--- config.mk ---
export PLATFORM = sky130hd
export DESIGN_NAME = cache_perf_counters
export DESIGN_NICKNAME = d
export VERILOG_FILES = /design/src/rtl/cache_perf_counters.sv
export SDC_FILE = /design/constraint.sdc
export NUM_CORES = 1
export LEC_CHECK = 0
export ABC_AREA = 1
export BUFFER_PORTS_ARGS = -buffer_cell sky130_fd_sc_hd__buf_2
export CORE_AREA = 5 5 289 291
export CTS_BUF_LIST = sky130_fd_sc_hd__clkbuf_8 sky130_fd_sc_hd__clkbuf_16
export CTS_CLUSTER_SIZE = 16
export DETAILED_ROUTE_END_ITERATION = 8
export DIE_AREA = 0 0 294 296
export HOLD_SLACK_MARGIN = 0.02
export PLACE_DENSITY = 0.66
export SLEW_MARGIN = 10
export SYNTH_ARGS = -nofsm -noshare
export SYNTH_HDL_FRONTEND = slang
export SYNTH_SLANG_ARGS = --single-unit
export TNS_END_PERCENT = 20
--- constraint.sdc ---
create_clock -name clk -period 1.95 [get_ports clk]
set_input_delay 0.0975 -clock clk [delete_from_list [all_inputs] [get_ports clk]]
set_output_delay 0.0975 -clock clk [all_outputs]
set_load 0.03 [all_outputs]
--- src/rtl/cache_perf_counters.sv ---
// Per-cache event counters: per-bank strobes are reduced, then accumulated over two stages.
// Define CACHE_PERF_SATURATE_EN to make counters saturate instead of wrapping.
module cache_perf_counters #(
  parameter int NUM_BANKS = 4,
  parameter int CTR_BITS  = 44
) (
  input  logic                    clk,
  input  logic                    reset,
  input  logic                    enable,
  input  logic                    clear,
  input  logic                    snap,
  input  logic [NUM_BANKS-1:0]    evt_reads,
  input  logic [NUM_BANKS-1:0]    evt_writes,
  input  logic [NUM_BANKS-1:0]    evt_read_misses,
  input  logic [NUM_BANKS-1:0]    evt_write_misses,
  input  logic [NUM_BANKS-1:0]    evt_bank_stalls,
  input  logic [NUM_BANKS-1:0]    evt_mshr_stalls,
  input  logic [NUM_BANKS-1:0]    evt_mem_stalls,
  input  logic [NUM_BANKS-1:0]    evt_crsp_stalls,
  output logic [8*CTR_BITS-1:0]   ctr_out,
  output logic [8*CTR_BITS-1:0]   snap_out,
  output logic                    snap_valid
);

  localparam int INC_BITS = $clog2(NUM_BANKS + 1);
  localparam int NUM_EVT  = 8;
  localparam int SUM_BITS = CTR_BITS + 1;

  logic [NUM_EVT-1:0][NUM_BANKS-1:0] evt;
  logic [NUM_EVT-1:0][INC_BITS-1:0]  inc_d, inc_q;
  logic [NUM_EVT-1:0][CTR_BITS-1:0]  ctr_d, ctr_q;
  logic [NUM_EVT-1:0][CTR_BITS-1:0]  snap_d, snap_q;
  logic                              snap_valid_d, snap_valid_q;

  assign evt[0] = evt_reads;
  assign evt[1] = evt_writes;
  assign evt[2] = evt_read_misses;
  assign evt[3] = evt_write_misses;
  assign evt[4] = evt_bank_stalls;
  assign evt[5] = evt_mshr_stalls;
  assign evt[6] = evt_mem_stalls;
  assign evt[7] = evt_crsp_stalls;

  function automatic logic [INC_BITS-1:0] popcnt(
    input logic [NUM_BANKS-1:0] v
  );
    logic [INC_BITS-1:0] n;
    n = '0;
    for (int i = 0; i < NUM_BANKS; i++) begin
      n = n + INC_BITS'(v[i]);
    end
    return n;
  endfunction

  function automatic logic [CTR_BITS-1:0] ctr_add(
    input logic [CTR_BITS-1:0] a,
    input logic [INC_BITS-1:0] b
  );
`ifdef CACHE_PERF_SATURATE_EN
    logic [SUM_BITS-1:0] s;
    s = {1'b0, a} + SUM_BITS'(b);
    return s[CTR_BITS] ? {CTR_BITS{1'b1}} : s[CTR_BITS-1:0];
`else
    logic [SUM_BITS-1:0] s;
    s = {1'b0, a} + SUM_BITS'(b);
    return s[CTR_BITS-1:0];
`endif
  endfunction

  // Clear drops both the current strobes and the increment already in flight.
  always_comb begin
    inc_d        = '0;
    ctr_d        = ctr_q;
    snap_d       = snap_q;
    snap_valid_d = snap;
    for (int k = 0; k < NUM_EVT; k++) begin
      if (enable && !clear) begin
        inc_d[k] = popcnt(evt[k]);
      end
      if (clear) begin
        ctr_d[k] = '0;
      end else begin
        ctr_d[k] = ctr_add(ctr_q[k], inc_q[k]);
      end
    end
    if (snap) begin
      snap_d = ctr_q;
    end
  end

  always_ff @(posedge clk) begin
    if (reset) begin
      inc_q        <= '0;
      ctr_q        <= '0;
      snap_q       <= '0;
      snap_valid_q <= 1'b0;
    end else begin
      inc_q        <= inc_d;
      ctr_q        <= ctr_d;
      snap_q       <= snap_d;
      snap_valid_q <= snap_valid_d;
    end
  end

  assign ctr_out    = ctr_q;
  assign snap_out   = snap_q;
  assign snap_valid = snap_valid_q;

endmodule

==> results of run 1 <==
==> metal layers <==
metal  global-route usage (%)  share of wire [%]  vias to the layer above  routed length [um]
li1                         -                  -                    16800                   -
met1                     33.1                 42                    15700               50500
met2                     44.2                 47                     1151               57000
met3                     6.01                7.8                      228                9460
met4                     8.50                3.2                        0                3800
met5                        0                  0                        -                   0
==> cell usage in the layout (no fill, tap or decap), drive strengths merged, types with 58 or more instances in the layout <==
cell type / n
nor2: 975
buf: 856
a21oi: 385
nand4: 75
clkbuf: 101
nand3: 173
nand2: 1326
inv: 440
a211oi: 189
dfxtp: 729
nand3b: 58
o21ai: 91
==> what timing repair did <==
| action | in CTS | in global routing |
|---|---|---|
| buffers inserted | 0 | 6 |
| hold endpoints to repair | 95 | 0 |
| resized for setup | 4 | 82 |
| endpoints found under the setup margin | 3 | 92 |
| pin swaps | 3 | 17 |
| hold buffers | 14 | 0 |
| gates cloned | 0 | 0 |
==> final timing paths <==
path / from / to / slack, ns
max: ctr_out[46] / ctr_out[75] / 0.06
min: evt_reads[3] / inc_q[2] / 0.14
max reg2reg: ctr_out[46] / ctr_out[75] / 0.06
min reg2reg: snap_out[244] / snap_out[244] / 0.46
==> registers in the layout, summed over array words and instances, names as in the netlist <==
name        count
ctr_out       352
inc_q          24
snap_out      352
snap_valid      1
==> power groups by stage <==
| stage | Combinational, mW | Clock, mW | Sequential (mW) |
|---|---|---|---|
| detailed placement | 1.88 | 0 | 15.6 |
| global route | 2.07 | 17.0 | 15.2 |
| floorplan | 0.819 | 0 | 15.9 |
| global placement | 1.87 | 0 | 15.5 |
| finish | 1.91 | 16.0 | 15.2 |
| CTS | 1.92 | 16.3 | 15.2 |
==> cells by family (layout without fill, tap and decap cells) <==
| family | after synthesis | after routing | share of synthesized area (%) |
|---|---|---|---|
| simple gates | 2654 | 2654 | 33.7 |
| flops | 729 | 729 | 44.4 |
| compound gates | 677 | 677 | 11.9 |
| buf+inv | 572 | 1435 | 6.67 |
| fa+ha+maj | 56 | 56 | 2.50 |
| xor+xnor | 32 | 32 | 0.853 |
| other cells | 0 | 4 | 0 |
==> worst register-to-register path, cell delays in order, from the launching register on <==
cell and delay (ns):
dfxtp_1 0.34, ha_1 0.39, nand2_1 0.11, nor2_1 0.15
nor2_2 0.11, nor2_2 0.26, nand2_2 0.15, o21ai_1 0.14
inv_1 0.06, nor2_1 0.10
==> layout make-up <==
type                    count  area, um^2  share of cell area (%)
multi-input cells        3419       16400                    39.3
well taps                1060        1330                    3.18
clock inverters            50         477                    1.14
repair buffers            870        4950                    11.9
diodes                      4        10.0                  0.0240
flip-flops and latches    729       14600                    35.1
inverters                 414        1560                    3.75
clock buffers             101        2350                    5.63
==> flow_metrics.py, run 1 <==
metrics = {
    "timing": {
        "period_share_pct": 97.1,
        "fin_hold_ws_ns": 0.141,
        "max-slew-margin-rel_pct": 26.2,
        "skew_ns": 0.0270,
        "timing.setup.tns_ns": 0,
        "final-hold-violation-count": 0,
        "setup_viol": 0,
        "max_freq_ghz": 0.528,
        "rsz0062_at_grt": "true",
        "timing.final.crit_period_ns": 1.89,
        "worst_pin_slew_ns": 1.11,
        "maxSlewViolCount": 0,
        "setup_slack_ns": 0.0563,
    },
    "synth": {
        "seq_area_frac_synth_pct": 44.4,
        "synthesis.nets": 4813,
        "syn-cell-area_um2": 32800,
        "async_flop_share_pct": 0,
        "synthCells": 4720,
        "synth-seq-cells": 729,
        "synth_area_per_cell_um2": 6.96,
        "ys_top_cells_by_area": "dfxtp_1 (44%), nand2_1 (15%), nor2_1 (10%), a21oi_1 (5.8%), inv_1 (4.7%)",
        "yosysTopAreaCell": "dfxtp_1",
        "synth_edf_count": 0,
        "yosysMostFrequentCell": "nand2_1",
        "post-synth-top-area-fraction_pct": 44.4,
        "ys_warn_count": 0,
        "synth_top_flop_cell": "dfxtp_1",
        "synth_top_cells_by_count": "nand2_1 (1310), nor2_1 (912), dfxtp_1 (729)",
        "synth_cell_types": 38,
    },
    "clock_network": {
        "clkTransAtPathRegs_ns": 0.06,
        "clock_latency_ns": 0.63,
        "cts_buffers": 82,
        "cts-root-buf": "clkbuf_16",
        "clk_path_buf_depth": 3,
        "cts_tree": "done",
        "htreeDepth": 3,
        "clkSinkCount": 729,
    },
    "min_path": {
        "min_path_cells": 7,
        "min_path_type": "in2reg",
    },
    "placement": {
        "dp.final_hpwl_um": 92400,
        "place_inst": 6472,
        "place.gp.congestion": 0.954,
        "place_ws_ns": 0.00274,
        "place_area_um2": 38300,
        "port-buffer-count": 741,
    },
    "final_layout": {
        "final_area_um2": 41700,
        "final_core_util_pct": 51.9,
        "area_growth_pct": 26.9,
        "drive_gt1_share_pct": 20.6,
        "nFillCells": 8030,
        "final_nets": 5609,
        "instances_no_fill": 6647,
    },
    "pwr": {
        "pwr-share-clk_pct": 48.3,
        "power_mw": 33.2,
        "switchingPower_mw": 7.92,
        "intPower_mw": 25.2,
        "peakVddDrop_v": 0.000643,
        "power.leakage_nw": 16.7,
        "power.density_nw_per_um2": 796,
        "p_sw_share_pct": 23.9,
        "pwr-share-seq_pct": 45.9,
        "p_comb_share_pct": 5.7,
    },
    "worst_setup_path": {
        "critical-path-slowest-cell": "ha_1",
        "crit_cells": 9,
        "worst_ep_arrival_time_ns": 2.43,
        "path_cells": "ha_1 > nand2_1 > nor2_1 > nor2_2 > nor2_2 > nand2_2 > o21ai_1 > inv_1 > nor2_1",
        "critPathMaxStageDelay_ns": 0.39,
        "critPathLaunchType": "flip-flop",
        "r2r_cells": 9,
        "cp-end-kind": "flip-flop",
        "critPathMaxFanout": 6,
        "crit_family": "simple AND/OR/NAND/NOR gates",
        "path_buf_inv": 1,
        "required_ns": 2.49,
        "path_class": "reg2reg",
    },
    "floorplan": {
        "core_um2": 80300,
        "fp.dieH_um": 296,
        "rows": 104,
        "ios": 742,
        "fp.dieW_um": 294,
        "start_util_pct": 40.9,
        "die_area_um2": 87000,
    },
    "route": {
        "num_vias": 33900,
        "drtIter0Drc": 2311,
        "drt_first_pass_iters": 6,
        "vias_per_cell": 5.09,
        "remaining_drc_errors": 0,
        "wl_um": 121000,
        "wl_per_cell_um": 18.2,
        "drtAntennaViolNets": 0,
    },
    "run": {
        "drv_cap": 0,
    },
    "global_routing": {
        "grt_max_degree": 174,
        "antenna_found_initial": 4,
        "grtUsageTotal_pct": 26.1,
        "grt_pass1_vias": 31600,
        "grt_overflow": 0,
        "grt_first_pass_wirelength_um": 183000,
    },
    "outcome": {
        "run_status": "completed",
    },
}
Note: power is estimated with default switching activity, not from simulation.
==> inputs of run 2 (changes only) <==
- CORE_AREA: 5 5 289 291 -> not set
- CORE_MARGIN: not set -> 5
- CORE_UTILIZATION: not set -> 43
- DIE_AREA: 0 0 294 296 -> not set
- PLACE_DENSITY: 0.66 -> 0.68
==> run 2 against run 1 <==
- global-route usage increased by 1.6 points
- fmax increased by 2.7%
- via count decreased by 0.15%
- count of clock-buffer cells in the layout decreased by 4
- worst hold slack got worse by 0.079 ns
- total power decreased by 0.11%
- register-to-register slack improved by 0.05 ns
- final area decreased by 0.26%
- utilization increased by 2.9 points
- clock skew decreased by 0.0028 ns
- non-clock buffer count increased by 12
==> flow_metrics.py, run 2 (same netlist as run 1, synthesis figures left out) <==
metrics = {
    "timing": {
        "timing.final.crit_period_ns": 1.84,
        "period_share_pct": 94.5,
        "setup_viol": 0,
        "setup_slack_ns": 0.107,
        "fin_hold_ws_ns": 0.0622,
        "maxSlewViolCount": 0,
        "rsz0062_at_grt": "true",
        "skew_ns": 0.0242,
        "worst_pin_slew_ns": 1.13,
        "max-slew-margin-rel_pct": 24.7,
        "final-hold-violation-count": 0,
        "max_freq_ghz": 0.542,
    },
    "worst_setup_path": {
        "critPathMaxFanout": 6,
        "required_ns": 2.43,
        "cp-end-kind": "flip-flop",
        "path_class": "reg2reg",
        "critPathLaunchType": "flip-flop",
        "worst_ep_arrival_time_ns": 2.33,
    },
    "floorplan": {
        "fp.dieH_um": 286,
        "core_um2": 75800,
        "start_util_pct": 43.3,
        "fp.dieW_um": 286,
        "rows": 101,
        "ios": 742,
        "die_area_um2": 82000,
    },
    "global_routing": {
        "grt_first_pass_wirelength_um": 182000,
        "grt_max_degree": 143,
        "grtUsageTotal_pct": 27.7,
        "grt_pass1_vias": 31400,
        "grt_overflow": 0,
        "antenna_found_initial": 2,
    },
    "final_layout": {
        "multiInputGateArea_um2": 16300,
        "layout_common_cells": "nand2_1 (1299), nor2_1 (898), buf_2 (739), dfxtp_1 (717), inv_1 (417)",
        "area_growth_pct": 26.6,
        "instances_no_fill": 6567,
        "final_nets": 5619,
        "final_core_util_pct": 54.8,
        "nFillCells": 7427,
        "final-seq-area_um2": 14600,
        "drive_gt1_share_pct": 20.8,
        "final_area_um2": 41600,
        "final_common_cell": "nand2_1",
    },
    "clock_network": {
        "cts_tree": "done",
        "clock_latency_ns": 0.61,
        "clkSinkCount": 729,
        "clk_path_buf_depth": 3,
        "clkTransAtPathRegs_ns": 0.06,
        "cts-root-buf": "clkbuf_16",
        "cts_buffers": 80,
        "htreeDepth": 3,
    },
    "pwr": {
        "peakVddDrop_v": 0.000785,
        "power.density_nw_per_um2": 797,
        "power.leakage_nw": 16.7,
    },
    "route": {
        "wl_per_cell_um": 18.2,
        "drt_first_pass_iters": 6,
        "drtIter0Drc": 2499,
        "remaining_drc_errors": 0,
        "drtAntennaViolNets": 0,
        "num_vias": 33800,
        "wl_um": 120000,
        "vias_per_cell": 5.15,
    },
    "placement": {
        "place.gp.congestion": 0.984,
        "place_area_um2": 38300,
        "place_inst": 6395,
        "place_ws_ns": 0.00378,
        "dp.final_hpwl_um": 90500,
        "port-buffer-count": 741,
    },
    "outcome": {
        "run_status": "completed",
    },
    "min_path": {
        "min_path_type": "in2reg",
    },
    "run": {
        "drv_cap": 0,
    },
}
run 2: changes by cell type in the layout (fill, tap and decap cells not counted), moves of 5 or more:
cell	previous run	this run
clkbuf_16	85	80
nor2_1	893	898
buf_4	96	107
inv_1	429	417
clkinv_2	10	16
run 2: cell type report:
class	count	area share, %
antenna	2	0.0120
clock buffer	97	5.38
clock inverter	46	1.25
inverter	414	3.76
multi-input combinational	3419	39.3
sequential	729	35.2
tap	978	2.94
timing repair buffer	882	12.2
run 2: final timing paths:
| kind | from | to | depth (start not counted) | slack, ns |
|---|---|---|---|---|
| setup reg to reg | ctr_out[220] | ctr_out[230] | 10 | 0.11 |
| hold reg to reg | snap_out[266] | snap_out[266] | 2 | 0.46 |
| setup / recovery | ctr_out[220] | ctr_out[230] | 10 | 0.11 |
| hold / removal | reset | snap_out[320] | 4 | 0.06 |
run 2: report_power, final:
part	total, mW	switching [mW]	internal [mW]
Sequential	15.2	0.118	15.1
Clock	16.0	6.38	9.59
Combinational	1.94	1.39	0.554
Total	33.1	7.88	25.3
run 2: worst max-delay path: stages (launching register included):
cell and delay, ns:
dfxtp_2 0.33, ha_2 0.17, inv_1 0.05, fa_2 0.33, inv_2 0.07, nand3_1 0.07
nand2_2 0.14, nand3b_1 0.19, buf_4 0.20, o21ai_0 0.13, a21oi_1 0.06
run 2: metrics by stage:
step / power (mW) / setup TNS (ns)
after floorplan: 16.8 / -0.105
after global placement: 17.4 / 0
after detailed placement: 17.4 / 0
after CTS: 33.4 / 0
after global routing: 34.3 / -0.237
final: 33.1 / 0
run 2: repair_timing:
action,CTS,global route
pin swaps,2,19
hold endpoints to repair,154,0
buffers inserted,0,11
resized for setup,1,76
endpoints found under the setup margin,3,101
hold buffers,16,0
run 2: metal layers:
| layer | global-route usage, % | routed length [um] |
|---|---|---|
| met4 | 10.8 | 4720 |
| met5 | 0 | 0 |
| met3 | 6.95 | 10300 |
| met2 | 45.8 | 55200 |
| met1 | 34.9 | 49600 |
